**config.mk**
```make
export PLATFORM = sky130hd
export DESIGN_NAME = sigma_mem_arbiter
export DESIGN_NICKNAME = d
export VERILOG_FILES = /design/src/rtl/sigma_arb_pkg.sv /design/src/rtl/sigma_arb_tagfifo.sv /design/src/rtl/sigma_mem_arbiter.sv
export SDC_FILE = /design/constraint.sdc
export NUM_CORES = 1
export LEC_CHECK = 0
export BUFFER_PORTS_ARGS = -buffer_cell sky130_fd_sc_hd__buf_2
export CORE_AREA = 2 2 139 141
export DETAILED_ROUTE_END_ITERATION = 10
export DIE_AREA = 0 0 141 143
export GPL_ROUTABILITY_DRIVEN = 0
export GPL_TIMING_DRIVEN = 0
export PLACE_DENSITY = 0.43
export SETUP_SLACK_MARGIN = 0.15
export SYNTH_ARGS = -nofsm -noshare
export SYNTH_HDL_FRONTEND = slang
export SYNTH_SLANG_ARGS = --single-unit
```
**constraint.sdc**
```tcl
create_clock -name clk_i -period 3 [get_ports clk_i]
set_input_delay 0.15 -clock clk_i [delete_from_list [all_inputs] [get_ports clk_i]]
set_output_delay 0.15 -clock clk_i [all_outputs]
set_load 0.03 [all_outputs]
```
**src/rtl/sigma_arb_pkg.sv**
```systemverilog
// Shared widths, request bundle type and a width helper for the sigma memory arbiter.
package sigma_arb_pkg;

    localparam int ADDR_W = 32;
    localparam int DATA_W = 32;
    localparam int BE_W   = 4;

    typedef struct packed {
        logic              we;
        logic [ADDR_W-1:0] addr;
        logic [BE_W-1:0]   be;
        logic [DATA_W-1:0] wdata;
    } arb_req_t;

    // Index width that stays legal (>= 1 bit) when only one entry exists.
    function automatic int id_width(input int n);
        return (n > 1) ? $clog2(n) : 1;
    endfunction

endpackage

```
**src/rtl/sigma_arb_tagfifo.sv**
```systemverilog
// Synchronous FIFO of master-ID tags recording the issue order of outstanding reads.
module sigma_arb_tagfifo
    import sigma_arb_pkg::*;
#(
    parameter  int DEPTH = 4,
    parameter  int ID_W  = 2,
    localparam int CNT_W = $clog2(DEPTH + 1)
) (
    input  logic            clk_i,
    input  logic            arst_i,
    input  logic            push_i,
    input  logic            pop_i,
    input  logic [ID_W-1:0] din_i,
    output logic [ID_W-1:0] dout_o,
    output logic            full_o,
    output logic            empty_o,
    output logic [CNT_W-1:0] count_o
);

    localparam int PTR_W = id_width(DEPTH);

    logic [ID_W-1:0]  mem_q [DEPTH];
    logic [PTR_W-1:0] wr_ptr_q, wr_ptr_d;
    logic [PTR_W-1:0] rd_ptr_q, rd_ptr_d;
    logic [CNT_W-1:0] count_q, count_d;
    logic             do_push, do_pop;

    function automatic logic [PTR_W-1:0] ptr_inc(input logic [PTR_W-1:0] p);
        return (p == PTR_W'(DEPTH - 1)) ? '0 : p + PTR_W'(1);
    endfunction

    assign empty_o = (count_q == '0);
    assign full_o  = (count_q == CNT_W'(DEPTH));
    assign count_o = count_q;
    assign dout_o  = mem_q[rd_ptr_q];

    // A push into a full FIFO is only accepted when a pop frees the slot in the same cycle.
    assign do_pop  = pop_i & ~empty_o;
    assign do_push = push_i & (~full_o | do_pop);

    always_comb begin
        wr_ptr_d = do_push ? ptr_inc(wr_ptr_q) : wr_ptr_q;
        rd_ptr_d = do_pop  ? ptr_inc(rd_ptr_q) : rd_ptr_q;
        count_d  = count_q;
        if (do_push && !do_pop) begin
            count_d = count_q + CNT_W'(1);
        end else if (do_pop && !do_push) begin
            count_d = count_q - CNT_W'(1);
        end
    end

    always_ff @(posedge clk_i or posedge arst_i) begin
        if (arst_i) begin
            wr_ptr_q <= '0;
            rd_ptr_q <= '0;
            count_q  <= '0;
        end else begin
            wr_ptr_q <= wr_ptr_d;
            rd_ptr_q <= rd_ptr_d;
            count_q  <= count_d;
        end
    end

    always_ff @(posedge clk_i) begin
        if (do_push) begin
            mem_q[wr_ptr_q] <= din_i;
        end
    end

endmodule

```
**src/rtl/sigma_mem_arbiter.sv**
```systemverilog
// Round-robin arbiter sharing one slave port between UDM and CPU masters, with in-order read return.
// Define SIGMA_ARB_DBG_PRIO_EN to give master 0 (UDM) strict priority over the round-robin.
module sigma_mem_arbiter
    import sigma_arb_pkg::*;
#(
    parameter int N_MASTERS = 3,
    parameter int RD_DEPTH  = 4
) (
    input  logic                        clk_i,
    input  logic                        arst_i,
    input  logic [N_MASTERS-1:0]        m_req_i,
    input  logic [N_MASTERS-1:0]        m_we_i,
    input  logic [N_MASTERS*ADDR_W-1:0] m_addr_i,
    input  logic [N_MASTERS*BE_W-1:0]   m_be_i,
    input  logic [N_MASTERS*DATA_W-1:0] m_wdata_i,
    output logic [N_MASTERS-1:0]        m_ack_o,
    output logic [N_MASTERS-1:0]        m_resp_o,
    output logic [DATA_W-1:0]           m_rdata_o,
    output logic                        s_req_o,
    output logic                        s_we_o,
    output logic [ADDR_W-1:0]           s_addr_o,
    output logic [BE_W-1:0]             s_be_o,
    output logic [DATA_W-1:0]           s_wdata_o,
    input  logic                        s_ack_i,
    input  logic                        s_resp_i,
    input  logic [DATA_W-1:0]           s_rdata_i,
    output logic                        err_o
);

    localparam int ID_W  = id_width(N_MASTERS);
    localparam int CNT_W = $clog2(RD_DEPTH + 1);

    arb_req_t             req_vec [N_MASTERS];
    arb_req_t             sel_req;
    logic [N_MASTERS-1:0] elig;
    logic [N_MASTERS-1:0] elig_rr;
    logic [ID_W-1:0]      pick, grant, head_id;
    logic                 pick_found;
    logic [ID_W-1:0]      rr_ptr_q, rr_ptr_d;
    logic [ID_W-1:0]      lock_id_q, lock_id_d;
    logic                 lock_vld_q, lock_vld_d;
    logic                 err_q, err_d;
    logic                 rd_stall, xfer, push, pop;
    logic                 fifo_full, fifo_empty;
    logic [CNT_W-1:0]     fifo_count;

    function automatic logic [ID_W-1:0] rr_pick(
        input  logic [N_MASTERS-1:0] cand,
        input  logic [ID_W-1:0]      start,
        output logic                 found
    );
        int idx;
        rr_pick = '0;
        found   = 1'b0;
        for (int i = 0; i < N_MASTERS; i++) begin
            idx = int'(start) + i;
            if (idx >= N_MASTERS) idx = idx - N_MASTERS;
            if (!found && cand[idx]) begin
                found   = 1'b1;
                rr_pick = ID_W'(idx);
            end
        end
    endfunction

    function automatic logic [ID_W-1:0] next_id(input logic [ID_W-1:0] g);
        return (g == ID_W'(N_MASTERS - 1)) ? '0 : g + ID_W'(1);
    endfunction

    // The stall looks at the registered count only, so a same-cycle pop does not release it.
    assign rd_stall = (fifo_count == CNT_W'(RD_DEPTH));

    always_comb begin
        for (int k = 0; k < N_MASTERS; k++) begin
            req_vec[k].we    = m_we_i[k];
            req_vec[k].addr  = m_addr_i[ADDR_W*k +: ADDR_W];
            req_vec[k].be    = m_be_i[BE_W*k +: BE_W];
            req_vec[k].wdata = m_wdata_i[DATA_W*k +: DATA_W];
            elig[k]          = m_req_i[k] & (m_we_i[k] | ~rd_stall);
        end
    end

    always_comb begin
        elig_rr    = elig;
        pick       = '0;
        pick_found = 1'b0;
`ifdef SIGMA_ARB_DBG_PRIO_EN
        elig_rr[0] = 1'b0;
        if (elig[0]) begin
            pick_found = 1'b1;
        end else begin
            pick = rr_pick(elig_rr, rr_ptr_q, pick_found);
        end
`else
        pick = rr_pick(elig_rr, rr_ptr_q, pick_found);
`endif
    end

    assign grant     = lock_vld_q ? lock_id_q : pick;
    assign s_req_o   = lock_vld_q ? m_req_i[lock_id_q] : pick_found;
    assign sel_req   = req_vec[grant];
    assign s_we_o    = sel_req.we;
    assign s_addr_o  = sel_req.addr;
    assign s_be_o    = sel_req.be;
    assign s_wdata_o = sel_req.wdata;

    assign xfer = s_req_o & s_ack_i;
    assign push = xfer & ~sel_req.we & ~fifo_full;
    assign pop  = s_resp_i & ~fifo_empty;

    always_comb begin
        for (int k = 0; k < N_MASTERS; k++) begin
            m_ack_o[k]  = xfer & (grant == ID_W'(k));
            m_resp_o[k] = pop & (head_id == ID_W'(k));
        end
    end

    assign m_rdata_o = s_rdata_i;
    assign err_o     = err_q;

    always_comb begin
        rr_ptr_d   = rr_ptr_q;
        lock_vld_d = lock_vld_q;
        lock_id_d  = lock_id_q;
        err_d      = err_q | (s_resp_i & fifo_empty);
        if (xfer) begin
            lock_vld_d = 1'b0;
`ifdef SIGMA_ARB_DBG_PRIO_EN
            if (grant != '0) rr_ptr_d = next_id(grant);
`else
            rr_ptr_d = next_id(grant);
`endif
        end else if (s_req_o) begin
            lock_vld_d = 1'b1;
            lock_id_d  = grant;
        end
    end

    always_ff @(posedge clk_i or posedge arst_i) begin
        if (arst_i) begin
            rr_ptr_q   <= '0;
            lock_vld_q <= 1'b0;
            lock_id_q  <= '0;
            err_q      <= 1'b0;
        end else begin
            rr_ptr_q   <= rr_ptr_d;
            lock_vld_q <= lock_vld_d;
            lock_id_q  <= lock_id_d;
            err_q      <= err_d;
        end
    end

    sigma_arb_tagfifo #(
        .DEPTH (RD_DEPTH),
        .ID_W  (ID_W)
    ) u_tagfifo (
        .clk_i   (clk_i),
        .arst_i  (arst_i),
        .push_i  (push),
        .pop_i   (pop),
        .din_i   (grant),
        .dout_o  (head_id),
        .full_o  (fifo_full),
        .empty_o (fifo_empty),
        .count_o (fifo_count)
    );

endmodule

```
== Word-level counts from Yosys, hierarchy flattened ==
Memory sizes are Yosys's and may differ from the RTL's.
Cells that the tools add are included.
Storage, ports and cells
  ROM bits: 0
  word-level logic and storage cells: 107
  output and inout bits: 109
  memories: 1
  bits of input ports: 246
  latch bits: 0
  register bits: 13
  RAM bits: 8
Memories
  u_tagfifo.mem_q: words 4, width 2, read ports 1, clocked after Yosys merged registers in 0, write ports 1, line sigma_arb_tagfifo.sv:22  | logic [ID_W-1:0] mem_q [DEPTH];
Operators by class
  divide/modulo/power cells: 0
  reductions and logical operators: 14
  $mul: 0
  order comparisons: 8
  eq/ne operators: 7
  $add $sub $neg: 10
  bitwise operators: 26
  muxes and demuxes: 34
  shift operators: 0
Operator list (count)
  $bmux 69 s2: 1
  $mux 69: 2
  $lt 32x4->1 const B: 3
  $mux 32: 3
  $and 1x1->1: 16
  $mux 1: 15
  $mux 2: 7
  $bmux 1 s2: 4
  $eq 2x2->1 const B: 4
  $sub 3x2->4 const B: 2
  $add 2x1->2 const B: 3
  $ge 3x2->1 const B: 2
  $mux 3: 2
  $or 1x1->1: 5
  $eq 2x1->1 const B: 2
  $logic_and 1x1->1: 4
  $logic_not 1->1: 4
  $logic_not 2->1: 2
  $not 1->1: 4
  $reduce_bool 2->1: 2
  $add 2x1->3 const B: 1
  $add 2x2->3 const B: 1
  $add 3x1->3 const B: 1
  $eq 3x3->1 const B: 1
  8 further kinds: 8

== Logic depth before layout (Yosys ltp) ==
  depth in word-level cells: 27
  depth in mapped cells: 15

== Modules after synthesis ==
Synthesis repeated with hierarchy kept, for this count alone.
Second synthesis, totals
  cell total of the unflattened synthesis: 310
  area, all modules: 3108.0 um2
Modules (own cells, without submodules)
  sigma_mem_arbiter: instances 1, area each 2343.5 um2, sequential area each 150.1 um2, cells each 262
  sigma_arb_tagfifo: instances 1, area each 764.5 um2, sequential area each 415.4 um2, cells each 48

== Least setup slack after synthesis ==
OpenSTA, ideal clock, no wires.
  kind: flip-flop to flip-flop
  start: register rr_ptr_q[0]
  end: register u_tagfifo.count_q[2], in the netlist u_tagfifo.count_o[2]
  data arrival time: 3142 ps
  cell stages (with the launch flop): 14
  slack: -221 ps
  cell sequence: dfrtp_1 inv_1 ha_1 or3b_2 nor4b_4 a211oi_2 a221oi_1 o21a_1 ha_1 inv_1 fa_1 xor2_1 nor2_1 xor2_1
Between the ends
  cells in the longest elaborated chain, start to end: 24
RTL lines
  from (decl): line sigma_mem_arbiter.sv:39  | logic [ID_W-1:0] rr_ptr_q, rr_ptr_d;
  from (signal assigned): line sigma_mem_arbiter.sv:145  | rr_ptr_q <= rr_ptr_d;
  parallel branches: the longest is 18 deep, another holds $sub 3x2->4
  $and 1x1->1 (*) (2 in a row): line sigma_mem_arbiter.sv:107  | assign push = xfer & ~sel_req.we & ~fifo_full;
  $and 1x1->1 (*): line sigma_arb_tagfifo.sv:39  | assign do_push = push_i & (~full_o | do_pop);
  via u_tagfifo.do_push: line sigma_arb_tagfifo.sv:26  | logic do_push, do_pop;
  $logic_not 1->1: line sigma_arb_tagfifo.sv:47  | end else if (do_pop && !do_push) begin
  $logic_and 1x1->1: line sigma_arb_tagfifo.sv:47
  $reduce_bool 2->1 (no line)
  to (signal assigned): line sigma_arb_tagfifo.sv:60  | count_q <= count_d;
  to (decl): line sigma_arb_tagfifo.sv:25  | logic [CNT_W-1:0] count_q, count_d;
Mark *: on every way through the listed nets, which the timed path passes. The select of a mux whose other input is x is not followed.
A chain may end at the register's enable or synchronous reset.

== Worst setup path in the final report ==
Ends and elaborated chain as after synthesis.

==> impl_results.md <==
* RSZ-0062 raised after global routing: yes
* Seq/Total Area, Yosys at 19.16%
* HPWL after DPL at ~13000 µm
* Remaining global-route overflow at 0
* TritonCTS buffer count at 3
* Largest net degree at the start of global routing at 14
* Launching element type of the critical path: flop
* Cell area after synthesis at 0.002952 mm²
* Clock skew at 2.157 ps
* Root Buffer: clkbuf_16
* Post-layout min period at slightly above 3000 ps
* Core ar. at between 0.015 and 0.02 mm²
* Syn Nets at 638
* Chip Height at 143 µm
* Io pins at 355
* Vias at 4151
* Number of max-cap violations at 0
* Die area at 0.02016 mm²
* Slew HR at 61.46%
* Clock Pin Slew Worst Setup and Hold Paths at around 60 ps
* Outcome: finished with violations
* Final Cycle Share at 102.2%
* Violated checks: setup timing
* PnR worst setup slack at -65.40 ps
* Avg Inst Size Synth at 7.706 µm²
* CTS max path bufs at 2
* Post-place setup slack at -778.1 ps
* Share of cells above drive strength 1 at 77.76%
* Min-Delay Path Class: in2reg
* Setup TNS at -172.8 ps
* Vias/cell at 4.249
* Synth Instances at 383
* Ys Warns at 0
* Final Slew Violations at 0
* Synth top area cells: mux2i_1 (24%), o21ai_1 (12%), dfrtp_1 (11%)
* # setup viols final at 5
* Wirelength per Cell at 17.51 µm
* Critical path fanouts, max at 4
* Initial Util at roughly 16%
* CTS tree: built
* Sink Count at 21
* Vias in the first global route at ~4000
* Drt drc at 0
* GRT Resource Usage Total at around 14%
* Worst skew pair latency at around 250 ps
* Layout fillers at 1966
* Nets@finish at 998
* Yosys cell types at 46
* Worst-Margin Slew at approximately 580 ps
* Hold Path Depth at 2
* FF+latch area at between 500 and 600 µm²
* P_leak at between 3 and 4 nW
* I/O Buffers at 322
* Die width at 141 µm
* Yosys top cell by area: mux2i_1
* Synthesized flop and latch total at 21
* Asr flop ratio synth at between 60 and 70%
* Initial antenna violation count at 1
* PD cells at 1587 mW/mm²
* Detailed Routing Iterations Pass 1 at 5
* CP endpoint kind: flop
* CP required at 3170 ps
* CTS H-tree lvls at 1
* Final wirelength at roughly 17000 µm
* Ys flop type: dfrtp_1
* Top cell type's share of synthesized area at 23.74%
* Routed Antenna Nets at 0
* First-pass GRT wire length at ~23000 µm
* Max Freq at 326.2 MHz
* CP Data Arrival Time at 3240 ps
* DR iter-0 viols at between 100 and 150
* Area grow syn2layout at 128.7%
* Post-synth EDFFs at 8
* VDD IR max at between 0.6 and 0.7 mV
* R2R setup slack at -70 ps
* CP Class: reg2reg
* Hold Vio Cnt, Final at 0
* # rows at 50
* Worst reg-to-reg path cell count at 14
* Multi-input combinational cell area at between 0.002 and 0.003 mm²
==> placed cells by master (no fill, tap or decap), drive strengths merged, types with 4 or more instances in the layout <==
| cell type | n |
|---|---|
| edfxtp | 8 |
| mux2 | 4 |
| mux2i | 70 |
| ha | 8 |
| and2 | 5 |
| inv | 10 |
| a21oi | 5 |
| nor3 | 5 |
| nor2 | 12 |
| clkbuf | 22 |
| nand2 | 75 |
| buf | 392 |
| a21o | 4 |
| o21ai | 72 |
| dfrtp | 13 |
==> worst max-delay path: stages (launching register included) <==
cell and delay, ps:
dfrtp_1 390, inv_2 60, ha_4 260, or3b_4 380
nor4b_4 350, buf_4 190, nor2_4 50, mux2i_1 210
o21a_2 180, ha_4 130, inv_2 30, fa_2 320
xor2_1 160, nor2_1 110, xor2_1 160
==> sequential cells by signal (all words and copies together), names as in the netlist <==
register,count
rr_ptr_q,2
u_tagfifo.wr_ptr_q,2
lock_vld_q,1
err_o,1
lock_id_q,2
u_tagfifo.mem_q,8
u_tagfifo.rd_ptr_q,2
u_tagfifo.count_o,3
==> power breakdown <==
part           total (mW)  switching, mW  leakage, nW  internal (mW)
clock               0.282          0.101       0.0382          0.181
combinational        9.85           5.37         3.34           4.48
sequential          0.580          0.138        0.222          0.442
==> synthesized netlist by cell type (2+ instances only) <==
cell type / n
nand2b_1: 3
a21o_1: 4
buf_4: 32
nor3_1: 5
a31oi_1: 2
nor2b_1: 2
ha_1: 8
edfxtp_1: 8
o21ai_1: 69
a221oi_1: 2
o211ai_1: 2
dfrtp_1: 13
o21a_1: 2
xor2_1: 2
o21ai_0: 3
mux2_1: 2
nand2_1: 75
clkbuf_1: 15
mux2i_1: 70
and2_1: 5
nor3b_1: 2
mux4_2: 2
buf_2: 9
nor2_1: 11
a21oi_1: 5
inv_1: 9
mux2_2: 2
==> kinds of logic after synthesis <==
family,Yosys count,synth area share (%)
and+or+nand+nor,112,17.76
adders and majority gates,9,4.070
AOI/OAI and AO/OA,96,18.48
xor gates and xnor gates,3,0.8904
muxes,76,26.79
buffers and inverters,66,12.84
DFF,21,19.16
==> cell type report <==
type | count | area share (%)
Timing Repair Buffer | 355 | 36.49
Clock buffer | 4 | 1.168
Buffer | 56 | 8.024
Tap cell | 234 | 4.337
Antenna cell | 1 | 0.03706
Inverter | 10 | 0.5560
Sequential cell | 21 | 8.432
Multi-Input combinational cell | 296 | 40.96
==> worst paths after layout <==
path	endpoint	start
min in group asynchronous	u_tagfifo.wr_ptr_q[1]	arst_i
worst min register to register	err_o	err_o
worst max-delay path	u_tagfifo.count_o[2]	rr_ptr_q[0]
worst min-delay path	err_o	s_resp_i
max in group asynchronous	u_tagfifo.count_o[1]	arst_i
worst max register to register	u_tagfifo.count_o[2]	rr_ptr_q[0]
==> per-stage QoR <==
stage                     hold slack [ps]  instances  instance area, µm²  power (mW)  utilization (%)
after global routing                115.5        976                6749       11.28            36.32
final                               115.7        977                6751       10.71            36.34
after detailed placement            252.8        939                4877       6.800            26.25
after global placement              239.5        939                4877       6.808            26.25
after CTS                           113.2        959                5510       8.311            29.66
after floorplan                     26.96        383                2973       4.840                -
==> routing by layer <==
layer	share of wire [%]	vias to the layer above	GRT usage (%)
met2	52	169	26.06
li1	-	2053	-
met3	5.7	19	2.448
met1	41	1910	18.83
met4	1.7	0	1.526
met5	0	-	0
==> repair_timing <==
action / in CTS / in global routing
pin swaps: 12 / 65
cloned: 1 / 9
endpoints found under the hold margin: 13 / 0
setup endpoints to repair: 89 / 74
hold buffers: 1 / 0
buffers inserted: 14 / 8
resized for setup: 131 / 264
No activity file was read; power rests on OpenSTA's default activity.
